## src/rtl/mac_accumulator.sv

```systemverilog
// Signed int8 dot-product MAC with saturating accumulator and per-channel
// requantize parameter bank; results carry the bias/scale/zero point of their channel.
module mac_accumulator #(
  parameter int DATA_W  = 8,
  parameter int ACC_W   = 32,
  parameter int BIAS_W  = 32,
  parameter int SCALE_W = 32,
  parameter int OUT_W   = 8,
  parameter int NUM_CH  = 16,
  parameter int CH_W    = 4
)(
  input  logic                      clk,
  input  logic                      rst_n,
  input  logic                      i_clear,
  input  logic                      i_valid,
  input  logic signed [DATA_W-1:0]  i_act,
  input  logic signed [DATA_W-1:0]  i_wgt,
  input  logic                      i_last,
  input  logic                      i_cfg_we,
  input  logic [CH_W-1:0]           i_cfg_addr,
  input  logic [BIAS_W-1:0]         i_cfg_bias,
  input  logic [SCALE_W-1:0]        i_cfg_scale,
  input  logic [OUT_W-1:0]          i_cfg_zp,
  output logic                      o_valid,
  output logic signed [ACC_W-1:0]   o_acc,
  output logic [BIAS_W-1:0]         o_bias,
  output logic [SCALE_W-1:0]        o_scale,
  output logic [OUT_W-1:0]          o_zero_point,
  output logic [CH_W-1:0]           o_ch,
  output logic                      o_sat
);
  localparam int PROD_W = 2*DATA_W;
  localparam logic signed [ACC_W-1:0] ACC_MAX = {1'b0, {(ACC_W-1){1'b1}}};
  localparam logic signed [ACC_W-1:0] ACC_MIN = {1'b1, {(ACC_W-1){1'b0}}};

  typedef struct packed {
    logic [BIAS_W-1:0]  bias;
    logic [SCALE_W-1:0] scale;
    logic [OUT_W-1:0]   zp;
  } param_t;

  param_t bank [NUM_CH];
  param_t cfg_wr;

  logic [1:0]               vld_pipe;
  logic                     s1_last;
  logic signed [PROD_W-1:0] s1_prod;
  logic signed [ACC_W-1:0]  acc;
  logic                     sat;
  logic [CH_W-1:0]          ch_cnt;

  logic signed [ACC_W:0]    sum_wide;
  logic signed [ACC_W-1:0]  sum;
  logic                     sum_sat;

  assign o_valid = vld_pipe[1];
  assign cfg_wr  = '{bias: i_cfg_bias, scale: i_cfg_scale, zp: i_cfg_zp};

  // One guard bit is enough: overflow shows as a mismatch of the top two bits.
  always_comb begin
    sum_wide = $signed({acc[ACC_W-1], acc})
             + $signed({{(ACC_W+1-PROD_W){s1_prod[PROD_W-1]}}, s1_prod});
    sum_sat  = sum_wide[ACC_W] ^ sum_wide[ACC_W-1];
    sum      = sum_wide[ACC_W-1:0];
    if (sum_sat) sum = sum_wide[ACC_W] ? ACC_MIN : ACC_MAX;
  end

  always_ff @(posedge clk or negedge rst_n) begin
    if (!rst_n) begin
      vld_pipe     <= '0;
      s1_last      <= 1'b0;
      s1_prod      <= '0;
      acc          <= '0;
      sat          <= 1'b0;
      ch_cnt       <= '0;
      o_acc        <= '0;
      o_bias       <= '0;
      o_scale      <= '0;
      o_zero_point <= '0;
      o_ch         <= '0;
      o_sat        <= 1'b0;
    end else if (i_clear) begin
      vld_pipe <= '0;
      acc      <= '0;
      sat      <= 1'b0;
      ch_cnt   <= '0;
    end else begin
      vld_pipe[0] <= i_valid;
      vld_pipe[1] <= vld_pipe[0] & s1_last;
      if (i_valid) begin
        s1_prod <= i_act * i_wgt;
        s1_last <= i_last;
      end
      if (vld_pipe[0]) begin
        if (s1_last) begin
          // Emit and restart in the same cycle so back-to-back vectors need no bubble.
          o_acc        <= sum;
          o_sat        <= sat | sum_sat;
          o_bias       <= bank[ch_cnt].bias;
          o_scale      <= bank[ch_cnt].scale;
          o_zero_point <= bank[ch_cnt].zp;
          o_ch         <= ch_cnt;
          acc          <= '0;
          sat          <= 1'b0;
          ch_cnt       <= (ch_cnt == CH_W'(NUM_CH-1)) ? '0 : ch_cnt + 1'b1;
        end else begin
          acc <= sum;
          sat <= sat | sum_sat;
        end
      end
    end
  end

  // Bank is read combinationally above, so a same-cycle write yields the old entry.
  always_ff @(posedge clk or negedge rst_n) begin
    if (!rst_n) begin
      for (int c = 0; c < NUM_CH; c++) bank[c] <= '0;
    end else if (i_cfg_we && (int'(i_cfg_addr) < NUM_CH)) begin
      bank[i_cfg_addr] <= cfg_wr;
    end
  end
endmodule

```

## config.mk

```make
export PLATFORM = sky130hd
export DESIGN_NAME = mac_accumulator
export DESIGN_NICKNAME = d
export VERILOG_FILES = /design/src/rtl/mac_accumulator.sv
export SDC_FILE = /design/constraint.sdc
export NUM_CORES = 2
export LEC_CHECK = 0
export BUFFER_PORTS_ARGS = -buffer_cell sky130_fd_sc_hd__buf_2
export CELL_PAD_IN_SITES_DETAIL_PLACEMENT = 0
export CELL_PAD_IN_SITES_GLOBAL_PLACEMENT = 1
export CORE_MARGIN = 4
export CORE_UTILIZATION = 53
export CTS_CLUSTER_SIZE = 12
export DETAILED_ROUTE_END_ITERATION = 16
export GPL_TIMING_DRIVEN = 0
export HOLD_SLACK_MARGIN = 0.12
export PLACE_DENSITY_LB_ADDON = 0.3
export SYNTH_ARGS = -nofsm -noshare
export SYNTH_HDL_FRONTEND = slang
export SYNTH_SLANG_ARGS = --single-unit
```

## constraint.sdc

```tcl
create_clock -name clk -period 3.3 [get_ports clk]
set_input_delay 0.495 -clock clk [delete_from_list [all_inputs] [get_ports clk]]
set_output_delay 0.495 -clock clk [all_outputs]
set_load 0.01 [all_outputs]
```

Word level (Yosys, flattened, before mapping)
Index checks and enable logic that the tools add are counted.

Input bits: 98. Word-level logic and storage cells: 98. Bits in registers: 1317. Output and inout bits: 110.

Reduce and logical (&&, ||, !) cells: 6. Eq/ne operators: 1. Bitwise gates (word level): 6. $mul: 1. Order comparisons: 3. Muxes and demuxes: 19. Add/subtract/negate cells: 2.

Operator list (number): bitwise mux 1152 bit (1); binary-select mux 72 bit (select 4 bit) (1); demux 72 bit (select 4 bit) (1); 2-to-1 mux 72 bit (3); 2-to-1 mux 32 bit (5); adder 32 x 16 -> 33 bit (1); multiplier 8 x 8 -> 16 bit (1); 2-to-1 mux 4 bit (4); >= comparator 5 bit, second input constant (2); inverter 4 -> 5 bit (2); < comparator 5 x 1 -> 1 bit, second input constant (1); adder 4 x 1 -> 4 bit, second input constant (1); == test 4 bit, second input constant (1); AND reduction 2 bit (2); nonzero test 2 bit (2); 2-to-1 mux 1 bit (3); AND reduction 3 bit (1); 2-to-1 mux 2 bit (1); bitwise AND 1 bit (1); logical AND 1 bit (1); inverter 1 bit (1); bitwise OR 1 bit (1); XOR 1 bit (1).

Longest topological paths before layout
Depth after elaboration: 6. Gate-level depth with buffers: 18. Mapped depth without buffers: 18.

Worst setup path after synthesis
OpenSTA, ideal clock, no wires.

Kind: input-to-reg. Start: in i_act[5]. End: reg s1_prod[15]. Buffers on the path: 0. Setup time: 0.134 ns. Arrival time: 4.200 ns. Stages: 17. Setup slack: -1.034 ns. Required time: 3.166 ns. Path through: and2_1 > fa_1 > inv_1 > fa_1 > inv_1 > fa_1 > inv_1 > fa_1 > inv_1 > ha_1 > inv_1 > o21ai_0 > a221oi_1 > o21ai_0 > o41ai_1 > xnor2_1 > o21ai_0.

Longest elaborated chain between the ends: 1.

Ends and longest elaborated chain: start, declared (RTL line 16) `input logic signed [DATA_W-1:0] i_act,`; multiplier 8 x 8 -> 16 bit (RTL line 91) `s1_prod <= i_act * i_wgt;`; end signal, assigned (RTL line 91); end, declared (RTL line 47) `logic signed [PROD_W-1:0] s1_prod;`.

No other way between the ends. A chain may end at the register's enable or synchronous reset.

Worst setup path in the final report
Start: in i_wgt[4]. End: reg s1_prod[12].

Longest elaborated chain between the ends: 1.

Ends and longest elaborated chain: start, declared (RTL line 17) `input logic signed [DATA_W-1:0] i_wgt,`; multiplier 8 x 8 -> 16 bit (RTL line 91).

No other way between the ends.

==> run summary <==
The critical path is of the input pin to flip-flop type. Summing over every cut layer, the via total after detailed routing is 36400. Setup repair after global routing could not meet its margin everywhere.

The cell depth of the worst flop-to-flop path was 11; the clock transition time at the flip-flop clock pins of the worst setup and hold paths was 50 ps. The via count of the first global-routing pass came out at 38600. The die covers 0.123 mm^2. The run gives 0 as the count of pins over their slew limit. Summed over all layers, the global routing overflow is 0.

Cells with a size suffix above 1 make up 46.9% of the layout. The startpoint identified for the worst hold timing path is i_act[0]. The tree built by TritonCTS fans out to 1317 sinks. The average vias per placed instance was 5.91.

The synthesized design contains 1317 register bits. Compared with the post-synthesis result, the final layout area differs by 14.8%. For the post-layout worst setup margin, the log shows -481 ps. For the worst setup path, the data required time is 3940 ps. The wire length per cell was 24.4 um; the maximum net fanout on the critical path was 8. For this run, design rule violations remaining after detail routing come to 0. The tools report the number of different library cells in the post-synthesis netlist as 66. The layout has 8881 filler cells.

The width of the chip works out to 350 um. The leading register cell type out of synthesis was sky130_fd_sc_hd__dfrtp_1. For this run, asynchronously set or reset flops after synthesis account for 100%. The height of the chip was 350 um.

The initial utilization of the core area, before any placement, comes to 53.5%. The worst setup path is captured at a flip-flop. For this run, the register share of the synthesized area comes to 53.1%. The tightest hold path in the finished design has a slack of 165 ps. The run gives 34.7 ps as the final worst clock skew. Final count of hold timing violations: 0. TritonCTS built the clock tree. The region available for standard cell placement spans 0.116 mm^2.

For the number of antenna violations at the first check in global routing, the log shows 12. The number of nets in the layout was 4742. The flow ran to the end, but the final reports show violations.

Across the VDD grid, the largest voltage drop is 0.542 mV. A synthesized cell averages 15.3 um^2. Of the available clock period, the critical path in the final layout requires 115%. Leaving out fill and tap cells, the most frequent cells in the layout are sky130_fd_sc_hd__dfrtp_1 (1316), sky130_fd_sc_hd__mux2_2 (1233), sky130_fd_sc_hd__mux4_2 (360). STA puts the critical path data arrival time at 4420 ps. The worst hold path belongs to the class input pin to flip-flop. The analysis attributes to cell leakage a power of 30.6 nW. The sum of negative setup slack came out at -2060 ps. Entering global routing, the biggest net connects 174 pins. Subtracting the final worst setup slack from the clock period gives 3780 ps.

In this run the number of H-tree levels came out at 4. The most common cell after layout, fill and taps aside was sky130_fd_sc_hd__dfrtp_1. The routed design has 151000 um of wire.

Across the run, the number of max-cap violations was 0. The first detailed-routing pass ran for 7 iterations. The tools report the startpoint of the worst-slack reg-to-reg timing path as s1_prod[15].

Global routing used 25.1% of the available tracks across all layers. The post-synthesis cell count was 4073. Row generation in the floorplan step produced 125 rows.

The final number of setup-violating endpoints is 6. The mapped netlist covers 0.0621 mm^2. Power density over the cells: 697 mW/mm^2. The worst hold path stage count is 3. The worst setup path is launched from an input pin.

The CTS root buffer was sky130_fd_sc_hd__clkbuf_16. The I/O pin count is 208, and the number of port buffers is 204. Worst-case hold path end point: s1_prod[0]. The number of synthesized flops with an enable pin was 0. The final reports fail on setup timing.

The run gives 264 MHz as the highest attainable clock frequency. For the global placement routability congestion, the log shows 0.848. The terminus of the critical flop-to-flop path was acc[26].

The run gives 4289 as the number of nets in the synthesized netlist. Setup slack on the worst reg-to-reg path comes out at 100 ps. The iteration-0 DRC count of the detailed router was 2718; the transition time of the tightest slew-check pin was 1330 ps.

At the end of the flow the core is filled with cells to 61.4%. The wire-length estimate of the detail-placed layout is 105000 um. The total CTS buffers was 142; the global-route wire length before repair was 234000 um. The tightest slew margin relative to the limit was 11.3%. For this run, the number of Yosys warnings is 0. The buffer levels on the longest clock path is 3, and the clock insertion delay at the later pin of the skew report is 760 ps. Once detail routing completed, the nets flagged for antenna violations numbered 0.
sequential cells by signal (all words and copies together), names as in the netlist, 2 cells and up:
name          cells
bank           1152
o_acc            32
o_zero_point      8
vld_pipe          2
o_ch              4
ch_cnt            4
acc              32
o_bias           32
o_scale          32
s1_prod          16
what timing repair did:
action                                  CTS  global route
gates resized for setup                  71            55
setup buffers                             8             5
cloned                                    0             1
hold buffers                             74             0
endpoints found under the setup margin  143           137
hold endpoints to repair                505             0
pin swaps                                13            11
where the power goes:
| part | leakage, nW | switching, mW | internal [mW] |
|---|---|---|---|
| Sequential | 16.2 | 2.06 | 20.2 |
| Clock | 2.23 | 6.55 | 9.02 |
| Combinational | 12.1 | 5.31 | 6.58 |
| Total | 30.6 | 13.9 | 35.8 |
worst max-delay path by stage:
stage                  start     endpoint  slack [ps]  depth (start not counted)
floorplan           i_act[5]  s1_prod[14]        -840                         17
global placement       rst_n      acc[10]      -27090                          1
detailed placement  i_act[4]  s1_prod[14]       -1340                         19
CTS                 i_wgt[0]  s1_prod[12]        -430                         19
global route        i_wgt[0]  s1_prod[14]        -620                         18
finish              i_wgt[4]  s1_prod[12]        -480                         19
critical path, cell delays in order:
cell	delay (ps)
sky130_fd_sc_hd__buf_4	150
sky130_fd_sc_hd__and2_4	160
sky130_fd_sc_hd__fa_1	480
sky130_fd_sc_hd__inv_1	60
sky130_fd_sc_hd__fa_1	520
sky130_fd_sc_hd__inv_1	50
sky130_fd_sc_hd__fa_1	490
sky130_fd_sc_hd__inv_2	40
sky130_fd_sc_hd__fa_1	500
sky130_fd_sc_hd__inv_2	50
sky130_fd_sc_hd__ha_4	210
sky130_fd_sc_hd__o21ai_2	70
sky130_fd_sc_hd__a21boi_2	80
sky130_fd_sc_hd__o21a_1	190
sky130_fd_sc_hd__o21a_1	220
sky130_fd_sc_hd__buf_6	120
sky130_fd_sc_hd__o21a_1	180
sky130_fd_sc_hd__o21a_1	170
sky130_fd_sc_hd__o31ai_1	180
per-layer routing:
layer / wire length, um / track usage (%)
met4: 4330 / 7.59
met2: 71800 / 39.9
met5: 42 / 0
met3: 8400 / 5.51
met1: 66100 / 35.0
synthesized netlist by cell type (all sizes together), types with 45 or more instances:
| master | count | area share (%) |
|---|---|---|
| and2 | 45 | 0.45 |
| buf | 62 | 0.51 |
| nor2 | 79 | 0.48 |
| mux4 | 360 | 13 |
| nand3 | 62 | 0.50 |
| mux2 | 1233 | 22 |
| inv | 102 | 0.62 |
| nand2 | 96 | 0.58 |
| fa | 56 | 1.8 |
| ha | 62 | 1.2 |
| clkbuf | 269 | 1.6 |
| dfrtp | 1317 | 53 |
| a21oi | 47 | 0.38 |
area by class of cell:
class,count,area [um^2],area share [%]
repair buffers,310,2380,3.34
clock buffers,221,4240,5.95
flip-flops and latches,1317,33000,46.2
diodes,8,20.0,0.0281
inverters,102,383,0.537
clock inverters,27,307,0.430
well taps,1524,1910,2.67
plain buffers,330,1430,2.00
multi-input cells,2323,27700,38.8
cell families (layout without fill, tap and decap cells):
family | count (synthesis) | in the layout | share of synthesized area [%]
multiplexers | 1594 | 1594 | 35.4
AO/OA/AOI/OAI | 202 | 202 | 2.22
flip-flops | 1317 | 1317 | 53.1
buffers and inverters | 433 | 990 | 2.75
other | 0 | 8 | 0
adder cells (fa/ha/maj) | 118 | 118 | 3.05
AND/OR/NAND/NOR | 372 | 372 | 2.97
XOR/XNOR | 37 | 37 | 0.522
per-stage QoR:
| step | cells | power (mW) | instance area, um^2 | setup WS, ps |
|---|---|---|---|---|
| floorplan | 4073 | 30.2 | 62200 | -844 |
| global placement | 5801 | 33.5 | 65100 | -27090 |
| detailed placement | 5819 | 33.9 | 65500 | -1340 |
| CTS | 6149 | 49.9 | 71100 | -428 |
| global route | 6154 | 52.3 | 71300 | -621 |
| finish | 6162 | 49.7 | 71300 | -481 |
No activity file was read; power rests on OpenSTA's default activity.
